### config.mk
export PLATFORM = sky130hd
export DESIGN_NAME = dac_spi_tx
export DESIGN_NICKNAME = d
export VERILOG_FILES = /design/src/rtl/dac_spi_tx.sv
export SDC_FILE = /design/constraint.sdc
export NUM_CORES = 1
export LEC_CHECK = 0
export ABC_AREA = 1
export CORE_ASPECT_RATIO = 1.1
export CORE_MARGIN = 2
export CORE_UTILIZATION = 52
export DETAILED_ROUTE_END_ITERATION = 12
export PLACE_DENSITY_LB_ADDON = 0.15
export SETUP_SLACK_MARGIN = 0.02
export SLEW_MARGIN = 20
export SYNTH_ARGS = -nofsm -noshare
export SYNTH_HDL_FRONTEND = slang
export SYNTH_SLANG_ARGS = --single-unit
export TNS_END_PERCENT = 5
### constraint.sdc
create_clock -name clk -period 3.5 [get_ports clk]
set_input_delay 0.35 -clock clk [delete_from_list [all_inputs] [get_ports clk]]
set_output_delay 0.35 -clock clk [all_outputs]
set_load 0.02 [all_outputs]
### src/rtl/dac_spi_tx.sv
// dac_spi_tx: shifts 8-bit samples out as zero-padded serial frames to a
// TLC5615-class DAC (MSB first, data sampled on sclk rise, latched on cs_n rise).
module dac_spi_tx #(
  parameter int CLK_DIV = 4,
  parameter int FRAME_W = 16,
  parameter int PAD_HI  = 4
) (
  input  logic       clk,
  input  logic       rst_n,
  input  logic [7:0] din,
  input  logic       din_valid,
  output logic       din_ready,
  output logic       dac_cs_n,
  output logic       dac_sclk,
  output logic       dac_din,
  output logic       busy,
  output logic       done
);

  localparam int TRAIL = FRAME_W - PAD_HI - 8;
  localparam int DIV_W = $clog2(2*CLK_DIV + 1);
  localparam int BIT_W = $clog2(FRAME_W + 1);
  localparam logic [DIV_W-1:0] HALF_LAST = DIV_W'(CLK_DIV - 1);
  localparam logic [DIV_W-1:0] BIT_END   = DIV_W'(2*CLK_DIV - 1);
  localparam logic [BIT_W-1:0] LAST_BIT  = BIT_W'(FRAME_W - 1);

  typedef enum logic [1:0] {S_IDLE, S_SHIFT, S_END, S_GAP} state_t;

  state_t             state, state_nx;
  logic [DIV_W-1:0]   div_cnt, div_nx;
  logic [BIT_W-1:0]   bit_cnt, bit_nx;
  logic [FRAME_W-1:0] shreg, shreg_nx;
  logic [FRAME_W-1:0] frame;
  logic               cs_nx, sclk_nx, dout_nx, done_nx;
  logic               accept;

  assign frame = FRAME_W'(din) << TRAIL;

  // Ready also in the final GAP cycle so a held din_valid restarts with no idle cycle.
  assign din_ready = (state == S_IDLE) || ((state == S_GAP) && (div_cnt == HALF_LAST));
  assign busy      = ~din_ready;
  assign accept    = din_valid & din_ready;

  always_ff @(posedge clk or negedge rst_n) begin
    if (!rst_n) begin
      state    <= S_IDLE;
      div_cnt  <= '0;
      bit_cnt  <= '0;
      shreg    <= '0;
      dac_cs_n <= 1'b1;
      dac_sclk <= 1'b0;
      dac_din  <= 1'b0;
      done     <= 1'b0;
    end else begin
      state    <= state_nx;
      div_cnt  <= div_nx;
      bit_cnt  <= bit_nx;
      shreg    <= shreg_nx;
      dac_cs_n <= cs_nx;
      dac_sclk <= sclk_nx;
      dac_din  <= dout_nx;
      done     <= done_nx;
    end
  end

  always_comb begin
    state_nx = state;
    div_nx   = div_cnt;
    bit_nx   = bit_cnt;
    shreg_nx = shreg;
    cs_nx    = dac_cs_n;
    sclk_nx  = dac_sclk;
    dout_nx  = dac_din;
    done_nx  = 1'b0;

    unique case (state)
      S_IDLE: begin
        div_nx = '0;
      end
      S_SHIFT: begin
        div_nx = div_cnt + 1'b1;
        if (div_cnt == HALF_LAST) sclk_nx = 1'b1;
        // Falling sclk and the next data bit share an edge, centring data on the rise.
        if (div_cnt == BIT_END) begin
          sclk_nx = 1'b0;
          div_nx  = '0;
          if (bit_cnt == LAST_BIT) begin
            state_nx = S_END;
            dout_nx  = 1'b0;
          end else begin
            bit_nx   = bit_cnt + 1'b1;
            dout_nx  = shreg[FRAME_W-1];
            shreg_nx = shreg << 1;
          end
        end
      end
      S_END: begin
        div_nx = div_cnt + 1'b1;
        if (div_cnt == HALF_LAST) begin
          cs_nx    = 1'b1;
          done_nx  = 1'b1;
          div_nx   = '0;
          state_nx = S_GAP;
        end
      end
      S_GAP: begin
        div_nx = div_cnt + 1'b1;
        if (div_cnt == HALF_LAST) begin
          div_nx   = '0;
          state_nx = S_IDLE;
        end
      end
      default: state_nx = S_IDLE;
    endcase

    if (accept) begin
      state_nx = S_SHIFT;
      shreg_nx = frame << 1;
      dout_nx  = frame[FRAME_W-1];
      cs_nx    = 1'b0;
      sclk_nx  = 1'b0;
      div_nx   = '0;
      bit_nx   = '0;
    end
  end

endmodule

==> impl_metrics.toml, run 1 <==
[status]
run_status = "finished, final reports clean"

[clock_tree]
worst_skew_pair.late_latency_ps = 320
h_tree_depth = 1
cts.clk_slew.worst_paths_ps = 140
post_cts_buffers = 0
hold_buffers = 0
cts.path.max_buffers = 2
cts_root_buf = "sky130_fd_sc_hd__clkbuf_4"
cts_repair_resize_count = 0
cts_inserted_buffers = 3
cts_num_sinks = 26
clock_tree_from_tritoncts = "done"

[logic_synthesis]
synthesis.instances = 185
number_of_different_library_cells_in_the_post_synthesis_netlist = 25
synth_enable_flop_cells = 0
async_flop_share = 1.00
number_of_warnings_printed_during_yosys_synthesis = 0
syn_area_sq_mm = 0.00150
postSynth.topFlopCell = "sky130_fd_sc_hd__dfrtp_1"
syn_nets = 205
syn_avg_cell_area_sq_um = 8.09
synth-seq-cells = 26
synth-seq-area-share = 0.436

[finish]
multiInputGateArea_sq_um = 701
most-common-layout-cells = "sky130_fd_sc_hd__nand2_1 (43), sky130_fd_sc_hd__nand3_1 (29), sky130_fd_sc_hd__inv_1 (25), sky130_fd_sc_hd__dfrtp_1 (25), sky130_fd_sc_hd__nor2_1 (17)"
drive_above_1_share = 0.119
finalNetCount = 222
n_fill_cell = 245
stdcell_count = 234
final_common_cell = "sky130_fd_sc_hd__nand2_1"
num_antenna_cells = 0
layout-area-overhead-vs-synth_pct = 14.6
seqCellArea_sq_um = 652

[place]
numPortBuffers = 16
dp_hpwl_mm = 1.92
routabilityCongestion = 0.695
cells_after_dpl = 230

[flow_run]
drv.max_cap_violation_count = 0

[global_routing]
number_of_antenna_violations_at_the_first_check_in_global_routing = 0
grt_overflow = 0
groute.usage.overall = 0.180
first_global_vias = 1035
grt_max_degree = 29
global_route_wire_length_before_repair_mm = 4.31

[floorplanning]
fp.dieArea_sq_mm = 0.00332
design.portCount = 17
die_width_microns = 55.2
core_area_sq_mm = 0.00275
start_util = 0.544
rows = 20
chipHeight_microns = 60.3

[routing]
postRouteWirelength_mm = 2.61
firstDrtPassIters = 4
initialDrtViolationCount = 20
detail_route.wl_per_cell_microns = 11.2
via_count = 1157
remaining_drc_errors = 0
vias_per_cell = 4.94
drtAntennaViolNets = 0

[critical_path]
timing.reg2reg.worst_path_depth = 11
r2r_slack_ps = 1630
rr_startpoint = "bit_cnt[0]"
crit_type = "reg -> out"
critPathRequiredTime_ps = 3150
cp-start-kind = "flip-flop"
worstPathMaxFanout = 10
worstSetupEndpoint = "busy"
timing.critical_path.from = "state[0]"
critical_path_arrival_ps = 1960
crit-reg2reg-capture = "dac_din"
cp-end-kind = "output pin"

[hold_path]
min_path_type = "in -> async"

[power]
power.ir.vdd_worst_uv = 273
post-layout-total-power_uw = 527
power_density_over_the_cells_mw_per_mm2 = 307
cellLeakagePower_uw = 0.000858

[sta]
max_slew_violation_count = 0
fin_hold_ws_ps = 369
max_freq_mhz = 433
setup_viol_count_final = 0
final.setup.tns_ps = 0
period_needed_ps = 2310
grt_setup_unrepaired = "no"
finClkSkew_ps = 2.51
worst_pin_slew_ps = 334
finalHoldViolations = 0
slew_headroom = 0.777
post-route-period-util = 0.659
[per-stage QoR]
| step | instance area, sq um | worst slack, ps | util |
|---|---|---|---|
| final | 1720 | 1190 | 0.623 |
| after detailed placement | 1660 | 1570 | 0.604 |
| after CTS | 1720 | 1170 | 0.623 |
| after floorplan | 1500 | 1970 | - |
| after global placement | 1660 | 1610 | 0.604 |
| after global routing | 1720 | 1080 | 0.623 |
[critical path, stage by stage (launching register included)]
cell and delay, ps:
sky130_fd_sc_hd__dfrtp_1 460, sky130_fd_sc_hd__inv_1 110, sky130_fd_sc_hd__ha_1 200, sky130_fd_sc_hd__inv_1 90, sky130_fd_sc_hd__nand2_4 100, sky130_fd_sc_hd__inv_1 80
sky130_fd_sc_hd__clkdlybuf4s50_1 600
[flip-flops by register name, indices dropped and copies added, names as in the netlist]
register / count
dac_sclk: 1
shreg: 11
done: 1
dac_cs_n: 1
state: 2
dac_din: 1
bit_cnt: 5
div_cnt: 4
[how the worst min path moves through the flow]
stage	from	end	slack, ps	cells past startpoint
finish	rst_n	div_cnt[3]	370	2
global route	rst_n	bit_cnt[2]	390	2
CTS	rst_n	bit_cnt[2]	380	2
detailed placement	shreg[12]	shreg[12]	500	2
global placement	shreg[5]	shreg[5]	490	2
floorplan	rst_n	bit_cnt[0]	50	0
[logic make-up after synthesis]
| family | synth area share |
|---|---|
| simple gates | 0.353 |
| xor+xnor | 0.0117 |
| flops | 0.436 |
| fa+ha+maj | 0.0753 |
| buf+inv | 0.0961 |
| compound gates | 0.0284 |
[cell type report]
cell class | instances | share of cell area
Timing Repair Buffer | 17 | 0.0977
Clock buffer | 3 | 0.0131
Multi-Input combinational cell | 127 | 0.408
Inverter | 27 | 0.0591
Sequential cell | 26 | 0.380
Tap cell | 33 | 0.0241
Clock inverter | 1 | 0.0175
[power by group]
| part | internal [uW] | switching [uW] | total (uW) |
|---|---|---|---|
| registers | 301 | 0 | 301 |
| logic | 10.4 | 8.25 | 18.7 |
| clock network | 116 | 92.4 | 208 |
[Yosys cell counts, types with 3 or more instances]
master                    instances  area share
sky130_fd_sc_hd__nand2_1         43        0.11
sky130_fd_sc_hd__nand3_1         29       0.097
sky130_fd_sc_hd__dfrtp_1         25        0.42
sky130_fd_sc_hd__inv_1           25       0.063
sky130_fd_sc_hd__nor2_1          17       0.043
sky130_fd_sc_hd__ha_1             9       0.075
sky130_fd_sc_hd__nor2_2           7       0.029
sky130_fd_sc_hd__a21oi_1          4       0.013
sky130_fd_sc_hd__buf_6            3       0.023
sky130_fd_sc_hd__nand3_2          3       0.020
[metal layers]
layer,up-vias,GRT usage,part of all wire
li1,607,-,-
met1,530,0.226,0.46
met2,16,0.310,0.51
met3,4,0.0225,0.029
met4,0,0.0627,0.0096
met5,-,0,0
(Power assumes the default switching activity.)
==> run 2: changes to the inputs <==
==> constraint.sdc (replaced) <==
create_clock -name clk -period 2.29 [get_ports clk]
set_input_delay 0.229 -clock clk [delete_from_list [all_inputs] [get_ports clk]]
set_output_delay 0.229 -clock clk [all_outputs]
set_load 0.02 [all_outputs]
==> impl_metrics.toml, run 2 (same netlist as run 1, synthesis figures left out) <==
[critical_path]
cp-end-kind = "output pin"
critical_path_arrival_ps = 1940
rr_startpoint = "bit_cnt[0]"
worstPathMaxFanout = 10
timing.reg2reg.worst_path_depth = 11
cpPeakStageDelay_ps = 600
buf_inv_stages_crit_path = 2
crit-reg2reg-capture = "dac_din"
crit_type = "reg -> out"
cp_slowest_cell = "sky130_fd_sc_hd__clkdlybuf4s50_1"
critPathRequiredTime_ps = 2060
cp-start-kind = "flip-flop"
r2r_slack_ps = 450
cp_cell_sequence = "ha_1 -> nand3_2 -> nand2_4 -> inv_1 -> clkdlybuf4s50_1"
cp_top_family = "buffers and inverters"

[status]
run_status = "finished, final reports clean"

[global_routing]
first_global_vias = 1150
grt_util_met3 = 0.0225
groute.usage.overall = 0.196
met2_usage = 0.347
gr-max-usage-layer = "met2"
grt_max_degree = 29
number_of_antenna_violations_at_the_first_check_in_global_routing = 0
gr-usage-met1 = 0.239
global_route_wire_length_before_repair_mm = 4.77
grt_overflow = 0

[place]
numPortBuffers = 16
routabilityCongestion = 0.790
dp_hpwl_mm = 2.04

[floorplanning]
design.portCount = 17
die_width_microns = 55.2
rows = 20
fp.dieArea_sq_mm = 0.00332
chipHeight_microns = 60.3
core_area_sq_mm = 0.00275
start_util = 0.544

[power]
post-layout-total-power_uw = 724
power_density_over_the_cells_mw_per_mm2 = 426
power.ir.vdd_worst_uv = 398
cellLeakagePower_uw = 0.000851

[routing]
vias_per_cell = 5.01
postRouteWirelength_mm = 2.72
via_count = 1172
initialDrtViolationCount = 25
firstDrtPassIters = 4
drtAntennaViolNets = 0
detail_route.wl_per_cell_microns = 11.6
remaining_drc_errors = 0

[clock_tree]
clock_tree_from_tritoncts = "done"
cts.clk_slew.worst_paths_ps = 130
worst_skew_pair.late_latency_ps = 330
cts_num_sinks = 26
post_cts_buffers = 0
cts_inserted_buffers = 3
cts_root_buf = "sky130_fd_sc_hd__clkbuf_4"
cts.path.max_buffers = 2
h_tree_depth = 1

[sta]
period_needed_ps = 2170
finClkSkew_ps = 8.90
slew_headroom = 0.707
max_freq_mhz = 461
grt_setup_unrepaired = "no"
max_slew_violation_count = 0
final.setup.tns_ps = 0
worst_pin_slew_ps = 439
setup_viol_count_final = 0
post-route-period-util = 0.948
finalHoldViolations = 0

[finish]
finalNetCount = 222
regMostFlops = "shreg"
drive_above_1_share = 0.124
post-route-util = 0.618
num_antenna_cells = 0
layout-area-overhead-vs-synth_pct = 13.6
final_common_cell = "sky130_fd_sc_hd__nand2_1"
top_registers = "shreg (11), bit_cnt (5), div_cnt (4)"
number_of_flip_flops_in_the_largest_register = 11
most-common-layout-cells = "sky130_fd_sc_hd__nand2_1 (43), sky130_fd_sc_hd__nand3_1 (29), sky130_fd_sc_hd__inv_1 (25)"

[flow_run]
drv.max_cap_violation_count = 0

[hold_path]
min_path_type = "in -> async"
==> run 2: changes by cell type in the layout (fill, tap and decap cells not counted) <==
cell / previous run / this run
sky130_fd_sc_hd__bufinv_16: 1 / 0
sky130_fd_sc_hd__clkbuf_8: 0 / 1
sky130_fd_sc_hd__dfrtp_1: 25 / 24
sky130_fd_sc_hd__dfrtp_2: 0 / 1
==> run 2: worst max-delay path by stage <==
stage | from | to | depth (start not counted)
final | div_cnt[0] | busy | 5
after global routing | state[1] | busy | 6
after CTS | state[0] | busy | 6
after detailed placement | state[0] | busy | 6
after global placement | div_cnt[0] | busy | 5
after floorplan | bit_cnt[0] | shreg[7] | 9
==> run 2: cell type report <==
| cell class | count | area (sq um) |
|---|---|---|
| clock buffers | 4 | 36.3 |
| fillers | 264 | 1050 |
| inverters | 27 | 101 |
| multi-input cells | 127 | 701 |
| flip-flops and latches | 26 | 653 |
| well taps | 33 | 41.3 |
| repair buffers | 17 | 168 |
==> run 2: repair_timing <==
action | in CTS | in global routing
gates resized for setup | 0 | 1
endpoints found under the setup margin | 0 | 1
hold buffers | 0 | 0
==> run 2: per-stage QoR <==
step | hold WS [ps] | instance area (sq um) | setup WS [ps] | cells
2_1_floorplan | -66.6 | 1500 | 758 | 185
3_3_place_gp | 492 | 1660 | 493 | 230
3_5_place_dp | 502 | 1660 | 465 | 230
4_1_cts | 199 | 1700 | 80.2 | 234
5_1_grt | 217 | 1700 | 24.3 | 234
6_report | 198 | 1700 | 120 | 234
==> run 2: report_power, final <==
part	total (uW)	leakage (uW)	switching (uW)	internal [uW]
sequential	459	0.000340	0	459
clock	236	0.0000210	138	97.3
combinational	29.0	0.000490	13.0	15.9
total	724	0.000851	151	573
==> run 2: metal layers <==
metal	up-vias	share of wire
li1	606	-
met1	544	0.44
met2	18	0.52
met3	4	0.025
met4	0	0.012
met5	-	0
